[src/rtl/addsub_pkg.sv]
// Shared op encodings and saturation limits for the add/sub accumulator datapath.
package addsub_pkg;

    localparam logic [1:0] OP_ADD   = 2'b00;
    localparam logic [1:0] OP_SUB   = 2'b01;
    localparam logic [1:0] OP_LOAD  = 2'b10;
    localparam logic [1:0] OP_CLEAR = 2'b11;

    localparam int unsigned SAT_LIM_W = 64;

    // Callers slice the low `width` bits of the result.
    function automatic logic [SAT_LIM_W-1:0] sat_max(input int unsigned width);
        return (64'd1 << (width - 1)) - 64'd1;
    endfunction

    function automatic logic [SAT_LIM_W-1:0] sat_min(input int unsigned width);
        return 64'd1 << (width - 1);
    endfunction

endpackage

[src/rtl/addsub_accumulator_adder.sv]
// Combinational n-bit adder/subtracter; cin=1 turns x + ~y + 1 into x - y.
module addsub_accumulator_adder #(
    parameter int unsigned n = 8
) (
    input  logic [n-1:0] i_x,
    input  logic [n-1:0] i_y,
    input  logic         i_cin,
    output logic [n-1:0] o_sum,
    output logic         o_cout,
    output logic         o_overflow
);

    logic [n-1:0] w_y_eff;
    logic [n:0]   w_full;

    assign w_y_eff = i_cin ? ~i_y : i_y;
    assign w_full  = {1'b0, i_x} + {1'b0, w_y_eff} + {{n{1'b0}}, i_cin};

    assign o_sum  = w_full[n-1:0];
    assign o_cout = w_full[n];
    // Signed overflow: operands agree in sign but the sum does not.
    assign o_overflow = (i_x[n-1] == w_y_eff[n-1]) && (w_full[n-1] != i_x[n-1]);

endmodule

[src/rtl/addsub_accumulator.sv]
// Handshaked accumulator stage around the add/sub unit, with optional saturation,
// sticky overflow and a saturating operation counter.
module addsub_accumulator
    import addsub_pkg::*;
#(
    parameter int unsigned n     = 8,
    parameter int unsigned SAT   = 0,
    parameter int unsigned CNT_W = 8
) (
    input  logic             clk,
    input  logic             rst_n,
    input  logic             in_valid,
    output logic             in_ready,
    input  logic [1:0]       op,
    input  logic [n-1:0]     y,
    output logic             out_valid,
    input  logic             out_ready,
    output logic [n-1:0]     acc,
    output logic             cout,
    output logic             overflow,
    output logic             ovf_sticky,
    output logic [CNT_W-1:0] op_count
);

    localparam logic [SAT_LIM_W-1:0] SatMaxFull = sat_max(n);
    localparam logic [SAT_LIM_W-1:0] SatMinFull = sat_min(n);
    localparam logic [n-1:0]         SatMax     = SatMaxFull[n-1:0];
    localparam logic [n-1:0]         SatMin     = SatMinFull[n-1:0];
    localparam logic [CNT_W-1:0]     CntMax     = {CNT_W{1'b1}};

    logic             r_out_valid;
    logic [n-1:0]     r_acc;
    logic             r_cout;
    logic             r_overflow;
    logic             r_ovf_sticky;
    logic [CNT_W-1:0] r_op_count;

    logic             w_out_valid_nxt;
    logic [n-1:0]     w_acc_nxt;
    logic             w_cout_nxt;
    logic             w_overflow_nxt;
    logic             w_ovf_sticky_nxt;
    logic [CNT_W-1:0] w_op_count_nxt;

    logic             w_accept;
    logic [n-1:0]     w_sum;
    logic             w_add_cout;
    logic             w_add_ovf;

    assign in_ready = ~r_out_valid | out_ready;
    assign w_accept = in_valid & in_ready;

    addsub_accumulator_adder #(
        .n (n)
    ) u_adder (
        .i_x        (r_acc),
        .i_y        (y),
        .i_cin      (op == OP_SUB),
        .o_sum      (w_sum),
        .o_cout     (w_add_cout),
        .o_overflow (w_add_ovf)
    );

    always_comb begin
        w_acc_nxt        = r_acc;
        w_cout_nxt       = r_cout;
        w_overflow_nxt   = r_overflow;
        w_ovf_sticky_nxt = r_ovf_sticky;
        w_op_count_nxt   = r_op_count;

        if (w_accept) begin
            case (op)
                OP_ADD, OP_SUB: begin
                    // Saturation direction follows the sign of the old accumulator.
                    if ((SAT != 0) && w_add_ovf) begin
                        w_acc_nxt = r_acc[n-1] ? SatMin : SatMax;
                    end else begin
                        w_acc_nxt = w_sum;
                    end
                    w_cout_nxt       = w_add_cout;
                    w_overflow_nxt   = w_add_ovf;
                    w_ovf_sticky_nxt = r_ovf_sticky | w_add_ovf;
                    if (r_op_count != CntMax) begin
                        w_op_count_nxt = r_op_count + 1'b1;
                    end
                end
                OP_LOAD: begin
                    w_acc_nxt        = y;
                    w_cout_nxt       = 1'b0;
                    w_overflow_nxt   = 1'b0;
                    w_ovf_sticky_nxt = 1'b0;
                    w_op_count_nxt   = '0;
                end
                default: begin
                    w_acc_nxt        = '0;
                    w_cout_nxt       = 1'b0;
                    w_overflow_nxt   = 1'b0;
                    w_ovf_sticky_nxt = 1'b0;
                    w_op_count_nxt   = '0;
                end
            endcase
        end
    end

    always_comb begin
        w_out_valid_nxt = r_out_valid;
        if (w_accept) begin
            w_out_valid_nxt = 1'b1;
        end else if (out_ready) begin
            w_out_valid_nxt = 1'b0;
        end
    end

    always_ff @(posedge clk or negedge rst_n) begin
        if (!rst_n) begin
            r_out_valid  <= 1'b0;
            r_acc        <= '0;
            r_cout       <= 1'b0;
            r_overflow   <= 1'b0;
            r_ovf_sticky <= 1'b0;
            r_op_count   <= '0;
        end else begin
            r_out_valid  <= w_out_valid_nxt;
            r_acc        <= w_acc_nxt;
            r_cout       <= w_cout_nxt;
            r_overflow   <= w_overflow_nxt;
            r_ovf_sticky <= w_ovf_sticky_nxt;
            r_op_count   <= w_op_count_nxt;
        end
    end

    assign out_valid  = r_out_valid;
    assign acc        = r_acc;
    assign cout       = r_cout;
    assign overflow   = r_overflow;
    assign ovf_sticky = r_ovf_sticky;
    assign op_count   = r_op_count;

endmodule

[config.mk]
export PLATFORM = sky130hd
export DESIGN_NAME = addsub_accumulator
export DESIGN_NICKNAME = d
export VERILOG_FILES = /design/src/rtl/addsub_pkg.sv /design/src/rtl/addsub_accumulator_adder.sv /design/src/rtl/addsub_accumulator.sv
export SDC_FILE = /design/constraint.sdc
export NUM_CORES = 1
export LEC_CHECK = 0
export BUFFER_PORTS_ARGS = -buffer_cell sky130_fd_sc_hd__buf_2
export CORE_ASPECT_RATIO = 0.9
export CORE_MARGIN = 2
export CORE_UTILIZATION = 39
export DETAILED_ROUTE_END_ITERATION = 6
export PLACE_DENSITY = 0.62
export SKIP_LAST_GASP = 1
export SLEW_MARGIN = 10
export SYNTH_ARGS = -nofsm -noshare
export SYNTH_HDL_FRONTEND = slang
export SYNTH_SLANG_ARGS = --single-unit
[constraint.sdc]
create_clock -name clk -period 1.8 [get_ports clk]
set_clock_uncertainty 0.15 [all_clocks]
set_input_delay 0.09 -clock clk [delete_from_list [all_inputs] [get_ports clk]]
set_output_delay 0.09 -clock clk [all_outputs]
set_load 0.05 [all_outputs]
==> run metrics, run 1 <==
hpwl dp 2.999 mm; row cnt 20; synthesized flop and latch total 20; number of max-cap violations 0; Power Internal 1.501 mW; largest family of logic cells by synthesized area compound AO/OA/AOI/OAI gates; Starting Density 41.63%; Tot Pwr 2.704 mW; Yosys top cell area share 34.81%; Clock Pin Slew Worst Setup and Hold Paths 0.09 ns; global route overflow 0; syn avg cell area 8.660 sq um; setup TNS -1.274 ns; 1st-pass router iterations 4; Hold Slack 0.03030 ns; number of global-route vias before repair 1396; Clock Power Share 17.1%; Leak 1.008 nW; clk_lat worst skew 0.27 ns; post-synthesis simple-gate area fraction 17.67%; CP required 1.80 ns; Unique masters post-synth 39; syn_nets 190; Synth warnings 0; via count 1468; crit path DAT 2.06 ns; CTS Buf Count 3; diodes inserted 0; Comb pwr share 58.5%; CTS tree yes; P&R area growth vs syn 51.44%; vias per cell 5.319; Post-Synth Adder-Cell Area 9.225%; final-report max-slew violation count 0; GPL Wtd Cong 0.9054; fraction of layout cells with a size suffix above 1 46.12%; failing checks setup timing; root buffer cell clkbuf_8; critical path class flip-flop to flip-flop; die area 4189 sq um; fin cells 276; largest net degree at the start of global routing 21; f_max 485.2 MHz; port bufs 34; DIE WIDTH 68 um; multiplexer share of the synthesized area 2.785%; Seq/Total Area, Yosys 34.81%; Routed Antenna Nets 0; CP max FO 3; Worst Tran Pin Value 0.4646 ns; P_sw 1.203 mW; Setup crit end kind flip-flop; cell taking the most area after synthesis dfrtp_1; area of the mapped netlist 1438 sq um; period utilization 114.5%; Post-Synth XOR/XNOR Area 9.138%; status finished, violations left; DRT iter0 DRCs 72; fill count 304; # IOs 35; main area contributors after synthesis dfrtp_1 (35%), ha_1 (7.8%), xnor2_1 (7.3%), nand2_1 (5.7%), a21oi_1 (4.9%); Sw Ratio 44.50%; worst rel slew slack 69.03%; sequential share of power 24.4%; Hold Crit Class primary input to flip-flop; Post-Layout Inst Area 2177 sq um; first-pass GRT wire length 6.499 mm; Final Hold Vio Count 0; H-tree levels 1; clk buf depth 2; nets 257; Startpoint Class flip-flop; initial antenna violation count 0; Mapped Cells 166; final WL 4.187 mm; WL/cell 15.17 um; PD cells 1242 nW/um^2; Post-DP Area 1928 sq um; Final WS setup -0.2611 ns; All-Layer GR Usage 21.13%; dpl ws -0.3983 ns; Final setup viols 7; core area 3453 sq um; Compound-Gate Fraction of Synth Area 22.63%; DRC Markers 0; fin crit period 2.061 ns; Die Y 61.60 um; post-layout util 63.04%; RSZ-0062 raised after global routing yes; dpl cells 261; # clock sinks 20; VDD IR-drop max 668.8 uV
[power by group through the flow]
stage	registers (mW)	clock network (mW)	logic, mW
after floorplan	1.02	0	0.632
after global placement	0.663	0	1.41
after detailed placement	0.664	0	1.43
after CTS	0.653	0.472	1.47
after global routing	0.674	0.493	1.70
final	0.660	0.463	1.58
[cell usage after synthesis (all sizes together)]
master / count
a2111oi: 2
a211oi: 2
a21o: 1
a21oi: 14
a221o: 1
a221oi: 2
a22oi: 4
a31o: 1
a31oi: 2
a32oi: 1
and2: 1
and4b: 1
buf: 2
clkbuf: 6
dfrtp: 20
fa: 1
ha: 9
inv: 4
mux2i: 4
nand2: 22
nand2b: 6
nand3: 5
nand3b: 1
nand4: 1
nor2: 14
nor2b: 1
nor3: 3
o211ai: 1
o21a: 1
o21ai: 14
o21ba: 1
o31a: 1
o41ai: 2
xnor2: 12
xor2: 3
[worst max-delay path, cell delays in order, from the launching register on]
cell and delay (ns):
dfrtp_2 0.44, ha_4 0.22, and4b_1 0.20, a221oi_2 0.26, o31a_1 0.21, xor2_1 0.13, o41ai_2 0.33
[sequential cells by signal, indices dropped and copies added, names as in the netlist]
| register | flops |
|---|---|
| overflow | 1 |
| op_count | 8 |
| out_valid | 1 |
| ovf_sticky | 1 |
| cout | 1 |
| acc | 8 |
[cell families (layout without fill, tap and decap cells)]
| family | Yosys count | count (layout) |
|---|---|---|
| flops | 20 | 20 |
| buf+inv | 12 | 78 |
| mux | 4 | 4 |
| fa+ha+maj | 10 | 10 |
| xor+xnor | 15 | 15 |
| compound gates | 50 | 50 |
| simple gates | 55 | 55 |
[layout by cell type (no fill, tap or decap), types with 2 or more instances in the layout]
cell and instances:
xnor2_2 3, dfrtp_2 11, nor2_1 14, a21oi_2 2
ha_1 5, dfrtp_1 9, dlygate4sd3_1 3, ha_4 3
inv_1 4, clkbuf_8 3, a31oi_1 2, a21oi_1 12
o21ai_2 2, o21ai_0 9, nand2_1 21, buf_2 34
nand2b_1 4, nand3_1 5, nand2b_4 2, a221oi_2 2
xor2_1 3, o21ai_1 3, nor3_1 2, buf_4 32
a22oi_1 4, a2111oi_4 2, mux2i_1 4, o41ai_2 2
xnor2_1 8
[per-layer routing]
layer	part of all wire, %	up-vias	track usage [%]	wire, um
met3	5.7	4	4.570	238
met4	1.1	0	6.571	44
li1	-	729	-	-
met1	46	691	28.72	1910
met5	0	-	0	0
met2	48	44	33.84	1993
[final timing paths]
check | slack (ns) | startpoint | cells after the start | end
max in group asynchronous | 0.99 | rst_n | 2 | op_count[4]
max reg2reg | -0.26 | acc[1] | 6 | overflow
min | 0.03 | y[1] | 3 | acc[1]
min in group asynchronous | 0.15 | rst_n | 2 | op_count[6]
min reg2reg | 0.36 | ovf_sticky | 2 | ovf_sticky
max | -0.26 | acc[1] | 6 | overflow
[final cells by class]
| cell class | instances | area (sq um) | area share [%] |
|---|---|---|---|
| multi-input cells | 134 | 1070 | 49.14 |
| inverters | 4 | 15.01 | 0.6897 |
| flip-flops and latches | 20 | 514.2 | 23.62 |
| clock buffers | 3 | 41.29 | 1.897 |
| repair buffers | 70 | 451.7 | 20.75 |
| well taps | 44 | 55.05 | 2.529 |
| clock inverters | 1 | 30.03 | 1.379 |
[timing repair]
item,4_1_cts,5_1_grt
hold buffers,3,0
pin swaps,8,9
endpoints found under the setup margin,8,12
endpoints found under the hold margin,21,0
resized for setup,2,11
setup buffers,1,7
No activity file was read; power rests on OpenSTA's default activity.
==> run 2: changes to the inputs <==
--- a/config.mk
+++ b/config.mk
@@ -5,14 +5,16 @@
 export SDC_FILE = /design/constraint.sdc
 export NUM_CORES = 1
 export LEC_CHECK = 0
+export ABC_AREA = 1
 export BUFFER_PORTS_ARGS = -buffer_cell sky130_fd_sc_hd__buf_2
 export CORE_ASPECT_RATIO = 0.9
 export CORE_MARGIN = 2
 export CORE_UTILIZATION = 39
 export DETAILED_ROUTE_END_ITERATION = 6
-export PLACE_DENSITY = 0.62
+export PLACE_DENSITY = 0.61
 export SKIP_LAST_GASP = 1
 export SLEW_MARGIN = 10
 export SYNTH_ARGS = -nofsm -noshare
 export SYNTH_HDL_FRONTEND = slang
+export SYNTH_HIERARCHICAL = 1
 export SYNTH_SLANG_ARGS = --single-unit
==> run metrics, run 2 <==
final-report max-slew violation count 0 (unchanged); Post-synth top cells nand2_1 (44), inv_1 (22), a21oi_1 (20), dfrtp_1 (20), nor2_1 (17); syn_nets 224 (+18%); vias per cell 4.768 (-10%); number of max-cap violations 0 (unchanged); CP startpoint acc[0]; Unique masters post-synth 28 (-28%); f_max 554.1 MHz (+14%); GPL Wtd Cong 0.8355 (-7.7%); Final WS setup -0.004877 ns (+0.2562 ns); Seq/Total Area, Yosys 32.98% (-1.8 points); final WL 3.860 mm (-7.8%); setup TNS -0.004877 ns (+1.269 ns); clk buf depth 2 (unchanged); syn avg cell area 7.551 sq um (-13%); commonest cells after routing, fill and taps aside nand2_1 (42), buf_2 (34), buf_4 (23); core area 3731 sq um (+8.0%); initial antenna violation count 0 (unchanged); commonest non-fill, non-tap cell in the layout nand2_1; largest net degree at the start of global routing 21 (unchanged); CTS tree yes; Tot Pwr 2.525 mW (-6.6%); post-layout util 59.76% (-3.3 points); Leak 1.116 nW (+11%); failing checks setup timing; Final setup viols 1 (-6); Final Hold Vio Count 0 (unchanged); diodes inserted 0 (unchanged); dpl cells 296 (+13%); critical-path cell list nand2_2 > nand2_4 > inv_2 > fa_2 > o21ai_4 > a21oi_2 > xor2_1 > a21oi_1 > a21oi_1; first-pass GRT wire length 6.382 mm (-1.8%); most frequent CP cell a21oi_1; Startpoint Class flip-flop; cell taking the most area after synthesis dfrtp_1; die area 4407 sq um (+5.2%); synthesized flop and latch total 20 (unchanged); period utilization 100.3% (-14 points); fin crit period 1.805 ns (-0.2562 ns); nets 292 (+14%); crit path DAT 1.80 ns (-0.26 ns); PD cells 1132 nW/um^2 (-8.8%); via count 1497 (+2.0%); Buf/Inv on CP 1 (+1); # IOs 35 (unchanged); Setup crit end kind flip-flop; 1st-pass router iterations 4 (unchanged); Routed Antenna Nets 0 (unchanged); slowest CP cell dfrtp_2; critical path class flip-flop to flip-flop; fill count 357 (+17%); H-tree levels 1 (unchanged); Post-Layout Inst Area 2230 sq um (+2.4%); root buffer cell clkbuf_8; DRC Markers 0 (unchanged); Hold Path Cell Cnt 4 (+1); port bufs 34 (unchanged); Yosys top cell area share 32.98% (-1.8 points); DRT iter0 DRCs 54 (-25%); DIE WIDTH 69.76 um (+2.6%); Post-DP Area 1956 sq um (+1.4%); RSZ-0062 raised after global routing yes; WL/cell 12.29 um (-19%); CP max FO 3 (unchanged); Synth warnings 6 (+6); CP max stage delay 0.37 ns (-0.07 ns); hold_sp in_valid; Hold Slack 0.09915 ns (+0.06885 ns); worst r2r path cells 9 (+3); share of flip-flops with an asynchronous set or reset 100.0% (unchanged); hpwl dp 2.808 mm (-6.4%); fraction of layout cells with a size suffix above 1 42.16% (-4.0 points); number of enable flip-flop cells after synthesis 0 (unchanged); number of global-route vias before repair 1380 (-1.1%); CTS Buf Count 3 (unchanged); fin cells 314 (+14%); RR Startpoint acc[0]; count leader, synth nand2_1; clk_lat worst skew 0.26 ns (about the same); Die Y 63.18 um (+2.6%); Hold Crit Class primary input to flip-flop; global route overflow 0 (unchanged); Synth Flop Type dfrtp_1; dpl ws -0.2349 ns (+0.1634 ns); # clock sinks 20 (unchanged); Starting Density 40.68% (-0.95 points); P&R area growth vs syn 46.91%; critical path depth 9 (+3); VDD IR-drop max 956.8 uV (+43%); Mapped Cells 201 (+21%); row cnt 21 (+5.0%); main area contributors after synthesis dfrtp_1 (33%), nand2_1 (11%), xor2_1 (6.9%), a21oi_1 (6.6%), ha_1 (6.6%); All-Layer GR Usage 17.90% (-3.2 points); status finished, violations left; Clock Pin Slew Worst Setup and Hold Paths 0.08 ns (about the same); CP required 1.79 ns (about the same); crit-path leading delay family compound AO/OA/AOI/OAI gates; area of the mapped netlist 1518 sq um (+5.6%); Worst Tran Pin Value 0.4757 ns (+0.01113 ns); worst rel slew slack 68.29% (-0.74 points)
run 2: changes by cell type in the layout (fill, tap and decap cells not counted), sizes merged, moves of 4 or more:
cell	before	now
dlygate4sd3	3	10
o21ai	14	8
mux2i	4	0
buf	67	58
xnor2	12	2
a21oi	14	20
nor2	14	20
nand2b	6	0
nand2	22	56
inv	4	24
xor2	3	13
nand3	5	17
run 2: logic make-up after synthesis:
logic type                 Yosys count  share of synthesized area, %
AOI/OAI and AO/OA                   32                         11.21
xor gates and xnor gates            15                         9.151
adders and majority gates            9                         7.915
buffers and inverters               30                         8.326
DFF                                 20                         32.98
and+or+nand+nor                     95                         30.42
run 2: layer usage:
| layer | part of all wire (%) | track usage, % |
|---|---|---|
| met1 | 50 | 25.20 |
| met2 | 46 | 29.93 |
| met3 | 3.5 | 3.040 |
| met4 | 0.16 | 2.163 |
| met5 | 0 | 0 |
run 2: final cells by class:
class	instances	area, sq um	share of cell area (%)
clock buffer	4	45.04	2.020
inverter	25	98.84	4.433
multi-input combinational	151	1056	47.36
sequential	20	509.2	22.84
tap	46	57.56	2.581
timing repair buffer	68	462.9	20.76
run 2: timing repair:
action | 4_1_cts | 5_1_grt
setup endpoints to repair | 2 | 6
setup buffers | 1 | 3
gates resized for setup | 4 | 10
pin swaps | 2 | 8
endpoints found under the hold margin | 29 | 0
hold buffers | 10 | 0
run 2: final timing paths:
kind | to | slack, ns
worst max-delay path | acc[6] | -0.005
worst min register to register | cout | 0.36
worst max register to register | acc[6] | -0.005
max in group asynchronous | acc[4] | 0.98
worst min-delay path | out_valid | 0.1
min in group asynchronous | op_count[5] | 0.17
run 2: worst min-delay path, cell delays in order:
cell and delay (ns):
buf_2 0.08, nand2_2 0.06, buf_4 0.18, nand2_1 0.06
run 2: power by group:
part | total [mW] | internal [mW] | switching, mW
sequential | 0.640 | 0.551 | 0.0890
combinational | 1.58 | 0.634 | 0.943
clock | 0.308 | 0.158 | 0.150
total | 2.52 | 1.34 | 1.18
